### config.mk
export PLATFORM = sky130hd
export DESIGN_NAME = smoldvi_tmds_decode_align
export DESIGN_NICKNAME = d
export VERILOG_FILES = /design/src/rtl/smoldvi_tmds_decode_align.sv
export SDC_FILE = /design/constraint.sdc
export NUM_CORES = 1
export LEC_CHECK = 0
export CAP_MARGIN = 5
export CORE_MARGIN = 5
export CORE_UTILIZATION = 28
export CTS_BUF_LIST = sky130_fd_sc_hd__clkbuf_4 sky130_fd_sc_hd__clkbuf_8 sky130_fd_sc_hd__clkbuf_16
export CTS_CLUSTER_SIZE = 25
export DETAILED_ROUTE_END_ITERATION = 16
export GPL_TIMING_DRIVEN = 0
export HOLD_SLACK_MARGIN = 0.06
export SETUP_SLACK_MARGIN = 0.1
export SLEW_MARGIN = 20
export SYNTH_ARGS = -nofsm -noshare
export SYNTH_HDL_FRONTEND = slang
export SYNTH_SLANG_ARGS = --single-unit
### constraint.sdc
create_clock -name clk_pix -period 3.1 [get_ports clk_pix]
set_clock_uncertainty 0.15 [all_clocks]
set_input_delay 0.465 -clock clk_pix [delete_from_list [all_inputs] [get_ports clk_pix]]
set_output_delay 0.465 -clock clk_pix [all_outputs]
set_load 0.01 [all_outputs]
### src/rtl/smoldvi_tmds_decode_align.sv
// smoldvi_tmds_decode_align
// One DVI channel on the receive side. It takes 10-bit words from a free-running 1:10
// deserialiser and finds the symbol boundary by hunting for runs of control tokens in
// blanking. Once aligned, it TMDS-decodes each symbol to 8-bit data, or to a control value.
//
//   state  | meaning
//   SEARCH | hunting for LOCK_COUNT back-to-back tokens at slip_offset
//   LOCKED | boundary found, decoding; drops back if data runs too long
module smoldvi_tmds_decode_align #(
  parameter int LOCK_COUNT     = 16,
  parameter int SEARCH_TIMEOUT = 1024,
  parameter int MAX_DATA_RUN   = 1024
) (
  input  logic       clk_pix,
  input  logic       rst_n_pix,
  input  logic       en,
  input  logic [9:0] raw,
  output logic       den,
  output logic [7:0] d,
  output logic [1:0] c,
  output logic       locked,
  output logic [3:0] slip_offset
);

  typedef enum logic {ST_SEARCH = 1'b0, ST_LOCKED = 1'b1} state_t;

  localparam logic [9:0] TOK_C00 = 10'b1101010100;
  localparam logic [9:0] TOK_C01 = 10'b0010101011;
  localparam logic [9:0] TOK_C10 = 10'b0101010100;
  localparam logic [9:0] TOK_C11 = 10'b1010101011;

  state_t      state_q, state_d;
  logic [9:0]  raw_prev_q;
  logic [9:0]  aligned_q;
  logic [3:0]  offset_q, offset_d;
  logic [15:0] tok_run_q, tok_run_d;
  logic [15:0] dat_run_q, dat_run_d;
  logic [15:0] idle_q, idle_d;
  logic        den_q, den_d;
  logic [7:0]  d_q, d_d;
  logic [1:0]  c_q, c_d;

  logic [19:0] pair;
  logic [9:0]  win;
  logic        is_tok;
  logic [1:0]  tok_val;
  logic [7:0]  t;
  logic [7:0]  dec;

  // Two consecutive deserialiser words side by side; earlier word sits in the low bits.
  assign pair = {raw, raw_prev_q};
  assign win  = 10'(pair >> offset_q);

  // Classify the stage-1 word as one of the four control tokens or data.
  always_comb begin
    is_tok  = 1'b1;
    tok_val = 2'b00;
    case (aligned_q)
      TOK_C00: tok_val = 2'b00;
      TOK_C01: tok_val = 2'b01;
      TOK_C10: tok_val = 2'b10;
      TOK_C11: tok_val = 2'b11;
      default: is_tok = 1'b0;
    endcase
  end

  // TMDS data decode: undo the optional inversion, then the XOR/XNOR chain.
  always_comb begin
    t      = aligned_q[9] ? ~aligned_q[7:0] : aligned_q[7:0];
    dec    = 8'h00;
    dec[0] = t[0];
    for (int i = 1; i < 8; i++) begin
      dec[i] = aligned_q[8] ? (t[i] ^ t[i-1]) : ~(t[i] ^ t[i-1]);
    end
  end

  // Alignment FSM and run/idle counters, driven by the stage-1 word.
  always_comb begin
    state_d   = state_q;
    offset_d  = offset_q;
    tok_run_d = tok_run_q;
    dat_run_d = dat_run_q;
    idle_d    = idle_q;
    if (!en) begin
      state_d   = ST_SEARCH;
      offset_d  = 4'd0;
      tok_run_d = 16'd0;
      dat_run_d = 16'd0;
      idle_d    = 16'd0;
    end else begin
      case (state_q)
        ST_SEARCH: begin
          if (is_tok) begin
            tok_run_d = tok_run_q + 16'd1;
            idle_d    = 16'd0;
          end else begin
            tok_run_d = 16'd0;
            idle_d    = idle_q + 16'd1;
          end
          if (tok_run_d == 16'(LOCK_COUNT)) begin
            state_d   = ST_LOCKED;
            dat_run_d = 16'd0;
            tok_run_d = 16'd0;
            idle_d    = 16'd0;
          end else if (idle_d == 16'(SEARCH_TIMEOUT)) begin
            offset_d  = (offset_q == 4'd9) ? 4'd0 : offset_q + 4'd1;
            idle_d    = 16'd0;
            tok_run_d = 16'd0;
          end
        end
        ST_LOCKED: begin
          if (is_tok) begin
            dat_run_d = 16'd0;
          end else begin
            dat_run_d = dat_run_q + 16'd1;
            if (dat_run_d == 16'(MAX_DATA_RUN)) begin
              state_d   = ST_SEARCH;
              dat_run_d = 16'd0;
              tok_run_d = 16'd0;
              idle_d    = 16'd0;
            end
          end
        end
        default: state_d = ST_SEARCH;
      endcase
    end
  end

  // Stage-2 output values; everything is quiet unless enabled and locked.
  always_comb begin
    den_d = 1'b0;
    d_d   = 8'h00;
    c_d   = 2'b00;
    if (en && state_q == ST_LOCKED) begin
      if (is_tok) begin
        c_d = tok_val;
      end else begin
        den_d = 1'b1;
        d_d   = dec;
        c_d   = c_q;
      end
    end
  end

  // Pipeline, FSM and counter registers.
  always_ff @(posedge clk_pix or negedge rst_n_pix) begin
    if (!rst_n_pix) begin
      raw_prev_q <= 10'd0;
      aligned_q  <= 10'd0;
      state_q    <= ST_SEARCH;
      offset_q   <= 4'd0;
      tok_run_q  <= 16'd0;
      dat_run_q  <= 16'd0;
      idle_q     <= 16'd0;
      den_q      <= 1'b0;
      d_q        <= 8'h00;
      c_q        <= 2'b00;
    end else begin
      raw_prev_q <= raw;
      aligned_q  <= win;
      state_q    <= state_d;
      offset_q   <= offset_d;
      tok_run_q  <= tok_run_d;
      dat_run_q  <= dat_run_d;
      idle_q     <= idle_d;
      den_q      <= den_d;
      d_q        <= d_d;
      c_q        <= c_d;
    end
  end

  assign den         = den_q;
  assign d           = d_q;
  assign c           = c_q;
  assign locked      = (state_q == ST_LOCKED);
  assign slip_offset = offset_q;

endmodule

======== Yosys cells after proc, flatten, opt, wreduce, memory -nomap -nowiden ========
Index checks and enable logic that the tools add are counted.
storage, ports and cells
  register bits ........................... 84
  input bits .............................. 13
  output and inout bits ................... 16
  word-level logic and storage cells ...... 97
cells by class
  $add $sub $neg .......................... 4
  equal/unequal tests ..................... 15
  shifts and indexed selects .............. 1
  mux-type cells .......................... 47
  bitwise operators ....................... 16
  reduce and logical (&&, ||, !) cells .... 4
operator list
  cell                                                                      number
  16-bit 2-to-1 mux                                                         18
  16-bit one-hot mux with 2 select lines                                    3
  16-bit by 1-bit adder with 16-bit output (second input constant)          3
  16-bit by 11-bit equality test with 1-bit output (second input constant)  2
  8-bit 2-to-1 mux                                                          3
  10-bit equality test (second input constant)                              2
  4-bit 2-to-1 mux                                                          5
  20-bit by 4-bit >> shifter with 10-bit output                             1
  16-bit by 5-bit equality test with 1-bit output (second input constant)   1
  1-bit 2-to-1 mux                                                          14
  10-bit by 8-bit equality test with 1-bit output (second input constant)   1
  10-bit by 9-bit equality test with 1-bit output (second input constant)   1
  1-bit NOT                                                                 8
  8-bit NOT                                                                 1
  1-bit XOR                                                                 7
  2-bit != test (second input constant)                                     3
  3-bit != test (second input constant)                                     2
  2-bit one-hot mux with 3 select lines                                     1
  4-bit by 1-bit adder with 4-bit output (second input constant)            1
  4-bit equality test (second input constant)                               1
  2-bit 2-to-1 mux                                                          2
  4-bit OR reduction                                                        1
  3-bit by 2-bit != test with 1-bit output (second input constant)          1
  3-bit AND reduction                                                       1
  4 further kinds                                                           4

======== Depth between registers and ports, before layout ========
Gate-level depths: netlist (run 1).
  depth in word-level cells ............... 11
  depth in mapped cells ................... 11
  gate-level depth less buffers ........... 10

======== Worst setup path before layout (run 1) ========
Ideal clock, no wire load.
  path type ............................... register -> register
  start point ............................. reg idle_q[0]
  end point ............................... reg offset_q[2], in the netlist slip_offset[2]
  library setup time ...................... 0.119 ns
  data arrival time ....................... 2.425 ns
  required time ........................... 2.831 ns
  setup slack ............................. 0.406 ns
  cell stages (with the launch flop) ...... 9
  buffers on the path ..................... 1
  period minus slack after synthesis ...... 2.694 ns
  cell sequence ........................... dfrtp_1 > ha_1 > clkbuf_1 > or4_1 > a2111oi_0 > o211ai_1 > nor4_4 > a21boi_0 > o21a_1
on the way
  longest elaborated chain between the ends .. 7
RTL lines
  what                                                       line  text
  from (decl)                                                38    logic [15:0] idle_q, idle_d;
  from (signal assigned)                                     165   idle_q <= idle_d;
  16-bit by 1-bit adder with 16-bit output                   98    idle_d = idle_q + 16'd1;
  16-bit 2-to-1 mux                                          93    if (is_tok) begin
  16-bit 2-to-1 mux                                          91    case (state_q)
  16-bit 2-to-1 mux                                          84    if (!en) begin
  16-bit by 11-bit equality test with 1-bit output           105   end else if (idle_d == 16'(SEARCH_TIMEOUT)) begin
  2-bit by 1-bit != test with 1-bit output (no source line)  n/a
  3-bit AND reduction (no source line)                       n/a
  to (signal assigned)                                       162   offset_q <= offset_d;
  to (decl)                                                  35    logic [3:0] offset_q, offset_d;
Every way passes these cells. The select of a mux whose other input is x is not followed.
A chain may end at the register's enable or synchronous reset.

======== Worst setup path in the final report (run 1) ========
  start point ............................. reg idle_q[0]
  end point ............................... reg offset_q[3], in the netlist slip_offset[3]
Same word-level chain as after synthesis.

==> impl_results.md, run 1 <==
* Element type at the critical path start: flip-flop
* Synth top area cells: dfrtp_1 39%, nand3_1 4.6%, mux2i_1 4.3%
* Register area at around 2100 um2
* Crit path max fanout at 9
* Number of failing hold endpoints at the final stage at 0
* GRT Total Usage at a little under an eighth
* Post-synth EDFFs at 0
* Number of port buffers at 27
* R2R Path Start: idle_q[0]
* Kind of critical path: flip-flop to flip-flop
* Min Tclk post-route at between 2 and 3 ns
* Seq/Total Area, Yosys at 38.9%
* CP arrival at 2.99 ns
* Most numerous cell in the Yosys netlist: dfrtp_1
* Yosys warns at 0
* F_max at 0.351 GHz
* Longest Clk Path Bufs at 2
* Mapped Nets at 619
* Skew-Pair Late Insertion Delay at roughly 0.35 ns
* Worst setup margin at 0.249 ns
* Synth Instances at ~600
* DP Area at roughly 6000 um2
* Worst path cell trace: ha_2 > or4_1 > a2111oi_4 > o211ai_1 > nor4_4 > buf_4 > nor3b_1 > o21a_1
* Hold Path Class: flip-flop to flip-flop
* # clock sinks at 84
* Layout area overhead at 19.8%
* Layout cell share with drive strength beyond 1 at 12.5%
* Post-synth ARST share at 100%
* CTS tree: built
* CP delay by family, top: simple AND/OR/NAND/NOR gates
* Clock transition at the register clock pins on the worst setup and hold paths after CTS at roughly 0.070 ns
* Largest net degree at the start of global routing at 50
* # DRC at 0
* Total number of vias at around 4500
* Core Area at 18800 um2
* Die ar. at 22200 um2
* Post-route antenna net violation count at 0
* Global-route wire length before repair at approximately 21 mm
* Hold path startpoint: dat_run_q[11]
* Sw power at 559 uW
* Initial antenna violation count at 0
* Pwr Total at 2.46 mW
* ANT cells at 0
* Multi-input logic area at 3140 um2
* Clock power frac at between 40 and 50%
* Pins Over Slew Limit at 0
* Routed wire length at 12.7 mm
* Launch point of the worst path: idle_q[0]
* HPWL after DPL at approximately 9 mm
* Max_cap viols at 0
* I/O pin count at 29
* Internal at 1.90 mW
* Final period utilization at 92.0%
* Vias/cell at 4.99
* Die Wd at 149 um
* Relative slew slack at 56.1%
* Most common flop cell mapped by yosys: dfrtp_1
* CTS H-Tree Depth at 3
* Nets at 660
* Sw Share at 22.8%
* Critical Path RT at 3.24 ns
* GRT overflow at 0
* Distinct cells, synth at 65
* Bufs and invs on worst path at 1
* Run status: complete, no violations
* Seq cells post-synth at between 80 and 90
* PwrDens at 380 nW/um2
* Synth area leader: dfrtp_1
* DIE HEIGHT at 149 um
* Crit end category: flip-flop
* Wirelength per Cell at between 10 and 15 um
* Final Setup Violations at 0
* Drt first-iter violations at 300
* DRT Pass-1 Iters at 4
* Root buffer cell: clkbuf_16
* Fill cells at 1942
* Post-route design area at 6470 um2
* Vias in the first global route at between 4000 and 5000
* Combinational power share at approximately 6.2%
* Starting Density at 28.7%
* Unrepaired setup endpoints after global routing: no
* Worst Tran Pin Value at 0.659 ns
* Leakage at ~2.6 nW
* Yosys top cell area share at 38.9%
* Syn Area/Cell at 9.10 um2
* Critical path's largest stage delay at between 0.5 and 0.6 ns
* CP max-delay cell: or4_1
* CTS buffer count at 9
* Mapped Area at 5400 um2
* FP Rows at 50
* Max VDD drop at 0.000222 V
* Dpl ws at -0.0301 ns
* Seq pwr share at about 46%
* Top post-synthesis cells by count: 84 x dfrtp_1, 52 x nor2_1, 50 x nand3_1
* Final Wtd Congestion at approximately 0.84
## area by class of cell
cell class	count	share of cell area [%]
plain buffers	44	3.02
repair buffers	31	4.95
inverters	17	0.987
flip-flops and latches	84	32.5
multi-input cells	447	48.5
clock inverters	6	1.37
well taps	260	5.03
clock buffers	10	3.60
## worst register-to-register path, stage by stage, from the launching register on
cell	delay (ns)
dfrtp_1	0.44
ha_2	0.27
or4_1	0.59
a2111oi_4	0.38
o211ai_1	0.22
nor4_4	0.24
buf_4	0.18
nor3b_1	0.18
o21a_1	0.14
## cells in the final DEF (no fill, tap or decap), types with 5 or more instances in the layout
master,Yosys,routed
clkbuf_1,24,19
dfrtp_1,84,84
buf_2,17,17
o31ai_1,5,5
inv_1,17,17
a22o_1,8,8
mux4_2,9,9
nor2_1,52,51
nand3_1,50,50
clkdlybuf4s50_1,0,26
nand4_1,13,13
o21ai_0,23,23
a21o_1,5,5
nand2_1,47,47
a21oi_1,26,26
nand3b_1,5,5
xor2_1,7,6
nor3_1,18,17
and3_1,14,14
mux2i_1,23,23
or3_1,12,12
a31oi_1,5,5
a211oi_1,7,7
ha_1,13,11
clkbuf_16,0,9
xnor2_1,19,19
nor2b_1,10,10
## worst paths after layout
check / to / slack [ns] / cells past startpoint
worst min-delay path: dat_run_q[11] / 0.38 / 1
worst max register to register: slip_offset[3] / 0.25 / 8
min in group asynchronous: tok_run_q[2] / 0.49 / 2
max in group asynchronous: idle_q[6] / 1.71 / 3
worst min register to register: dat_run_q[11] / 0.38 / 1
worst max-delay path: slip_offset[3] / 0.25 / 8
## timing repair
action / in CTS / in global routing
resized for setup: 6 / 17
endpoints found under the hold margin: 35 / 0
setup buffers: 1 / 1
pin swaps: 2 / 3
hold buffers: 1 / 0
endpoints found under the setup margin: 23 / 31
## state kept, by name, summed over array words and instances, names as in the netlist
| register | flops |
|---|---|
| aligned_q | 10 |
| c | 2 |
| d | 8 |
| dat_run_q | 16 |
| den | 1 |
| idle_q | 16 |
| locked | 1 |
| raw_prev_q | 10 |
| slip_offset | 4 |
| tok_run_q | 16 |
## cell families after synthesis
family / count (synthesis) / share of synthesized area (%)
compound gates: 116 / 14.8
fa+ha+maj: 13 / 3.01
simple gates: 256 / 25.4
xor+xnor: 26 / 4.22
buf+inv: 62 / 4.78
flops: 84 / 38.9
mux: 36 / 8.85
## power groups by stage
stage          Combinational (mW)  Sequential (mW)  Clock [mW]
4_1_cts                     0.154             1.13        1.21
3_5_place_dp                0.150             1.15           0
5_1_grt                     0.174             1.13        1.25
3_3_place_gp                0.145             1.15           0
6_report                    0.153             1.13        1.17
2_1_floorplan              0.0858             1.14           0
## stage by stage
step	hold slack, ns	cells	TNS (ns)	util [%]
after global placement	0.334	880	-142.77	31.8
final	0.376	899	0	34.3
after floorplan	0.0194	593	0	-
after CTS	0.351	898	0	33.8
after detailed placement	0.315	881	-0.0509	32.0
after global routing	0.397	899	0	34.3
## metal layers
layer | up-vias | track usage [%] | wire (um)
met5 | - | 0 | 0
met4 | 0 | 3.16 | 178
met3 | 16 | 2.61 | 392
met2 | 66 | 17.6 | 5710
met1 | 2153 | 16.5 | 6380
li1 | 2249 | - | -
Power figures use the tool's default switching activity.
==> inputs of run 2 (changes only) <==
- CORE_UTILIZATION: 28 -> 53
- PLACE_DENSITY: default -> 0.72
==> run 2 against run 1 <==
Sequential power is essentially flat. Non-clock buffer count did not move. Global-route usage increased by 9.0 points. Clock power down 29%. Register-to-register slack hardly changed. Via count is 2.5% higher. Design area shrank 3.8%. Die area down 44%. Setup slack about the same. Total power shrank 14%. Sequential share of layout area increased by 1.3 points. Utilization is 29 points higher. Highest routed layer unchanged.
==> impl_results.md, run 2 (synthesis gave the netlist of run 1 again) <==
* Number of failing hold endpoints at the final stage at 0 (unchanged)
* Nets at 660 (unchanged)
* GRT Total Usage at 20.5% (was 11.5%)
* Worst Tran Pin Value at 0.636 ns (was 0.659 ns)
* Fill cells at 814 (was 1942)
* Unrepaired setup endpoints after global routing: no (unchanged)
* Pins Over Slew Limit at 0 (unchanged)
* Final Instance Count excl. Fillers at 772 (was 899)
* HPWL after DPL at 8.58 mm (was 8.91 mm)
* DP Area at 5860 um2 (was 6020 um2)
* Post-route design area at 6220 um2 (was 6470 um2)
* Post-route antenna net violation count at 0 (unchanged)
* Crit end category: flip-flop (unchanged)
* Final Setup Violations at 0 (unchanged)
* Clock transition at the register clock pins on the worst setup and hold paths after CTS at 0.09 ns (was 0.07 ns)
* Initial antenna violation count at 0 (unchanged)
* Layout cell share with drive strength beyond 1 at 13.1% (was 12.5%)
* # DRC at 0 (unchanged)
* PwrDens at 341 nW/um2 (was 380 nW/um2)
* Run status: complete, no violations (unchanged)
* GRT overflow at 0 (unchanged)
* ANT cells at 0 (unchanged)
* Routed wire length at 12.2 mm (was 12.7 mm)
* DRT Pass-1 Iters at 5 (was 4)
* Max_cap viols at 0 (unchanged)
* Hold WS at 0.323 ns (was 0.376 ns)
* Max VDD drop at 0.000204 V (was 0.000222 V)
* Dpl cells at 754 (was 881)
* Final Wtd Congestion at 0.924 (was 0.838)
* Longest Clk Path Bufs at 2 (unchanged)
* Drt first-iter violations at 254 (was 300)
* Most frequent cells in the layout: 82 x dfrtp_1, 51 x nor2_1, 50 x nand3_1 (was 84 x dfrtp_1, 51 x nor2_1, 50 x nand3_1)
* Leading cell type in the layout, fill and taps excluded: dfrtp_1 (unchanged)
* Biggest regs: dat_run_q: 16 flops, idle_q: 16 flops, tok_run_q: 16 flops (unchanged)
* Die Wd at 111 um (was 149 um)
* Layout area overhead at 15.2% (was 19.8%)
* Skew-Pair Late Insertion Delay at 0.36 ns (was 0.35 ns)
* Leakage at 2.57 nW (was 2.63 nW)
* Vias/cell at 5.95 (was 4.99)
* I/O pin count at 29 (unchanged)
* Min Tclk post-route at 2.85 ns (about the same)
* # clock sinks at 84 (unchanged)
* Core Area at 9860 um2 (was 18800 um2)
* Setup TNS at 0 ns (unchanged)
* Global-route wire length before repair at 21.1 mm (about the same)
* Wirelength per Cell at 15.8 um (was 14.1 um)
* Vias in the first global route at 4346 (was 4151)
* FP Rows at 36 (was 50)
* CTS H-Tree Depth at 3 (unchanged)
* Crit path max fanout at 9 (unchanged)
* Die ar. at 12300 um2 (was 22200 um2)
* DIE HEIGHT at 111 um (was 149 um)
* Starting Density at 54.7% (was 28.7%)
* CTS tree: built (unchanged)
* Root buffer cell: clkbuf_8 (was clkbuf_16)
* Relative slew slack at 57.6% (was 56.1%)
* Hold Path Class: primary input to flip-flop (was flip-flop to flip-flop)
* Final period utilization at 92.0% (about the same)
* CP arrival at 3.01 ns (was 2.99 ns)
* Critical Path RT at 3.26 ns (was 3.24 ns)
* Total number of vias at 4595 (was 4484)
* Element type at the critical path start: flip-flop (unchanged)
* Pwr Total at 2.12 mW (was 2.46 mW)
* Kind of critical path: flip-flop to flip-flop (unchanged)
* Largest net degree at the start of global routing at 46 (was 50)
* F_max at 0.351 GHz (about the same)
* Number of port buffers at 27 (unchanged)
* CTS buffer count at 9 (unchanged)
## run 2: timing repair
action	CTS	global route
buffers inserted	1	1
pin swaps	2	3
gates resized for setup	5	25
hold buffers	1	0
endpoints found under the setup margin	19	51
endpoints found under the hold margin	39	0
## run 2: final timing paths
| path | start | to | slack, ns | depth (start not counted) |
|---|---|---|---|---|
| setup / recovery | idle_q[1] | slip_offset[3] | 0.25 | 8 |
| hold / removal | en | slip_offset[3] | 0.32 | 2 |
| setup reg to reg | idle_q[1] | slip_offset[3] | 0.25 | 8 |
| hold reg to reg | dat_run_q[11] | dat_run_q[11] | 0.38 | 1 |
| max in group asynchronous | rst_n_pix | d[0] | 1.73 | 3 |
| min in group asynchronous | rst_n_pix | tok_run_q[2] | 0.49 | 2 |
## run 2: final cells by class
type | count | area (um2) | area share [%]
buffer | 44 | 198 | 3.18
clock buffer | 10 | 138 | 2.21
sequential | 84 | 2100 | 33.8
tap | 133 | 166 | 2.68
multi-input combinational | 447 | 3160 | 50.8
inverter | 17 | 63.8 | 1.03
timing repair buffer | 31 | 320 | 5.15
clock inverter | 6 | 71.3 | 1.15
## run 2: report_power, final
group / internal (mW) / switching [mW]
Sequential: 1.11 / 0.0165
Clock: 0.401 / 0.433
Combinational: 0.0715 / 0.0868
Total: 1.58 / 0.537
## run 2: worst max-delay path, cell delays in order (launching register included)
cell,delay [ns]
dfrtp_2,0.46
ha_4,0.21
or4_1,0.58
a2111oi_4,0.39
o211ai_1,0.23
nor4_4,0.24
buf_4,0.18
nor3b_1,0.20
o21a_1,0.15
## run 2: layer usage
metal  vias up  global-route usage, %  wire length [um]
li1       2242                      -                 -
met4         0                   7.64               219
met2       115                   33.1              5850
met3        19                   2.62               427
met5         -                      0                 0
met1      2219                   28.4              5740
## run 2: stage by stage
| step | utilization [%] | setup WS, ns |
|---|---|---|
| final | 63.1 | 0.249 |
| after global routing | 63.1 | 0.113 |
| after CTS | 61.8 | 0.145 |
| after detailed placement | 59.4 | -0.0369 |
| after global placement | 59.1 | -1.66 |
| after floorplan | - | 0.406 |
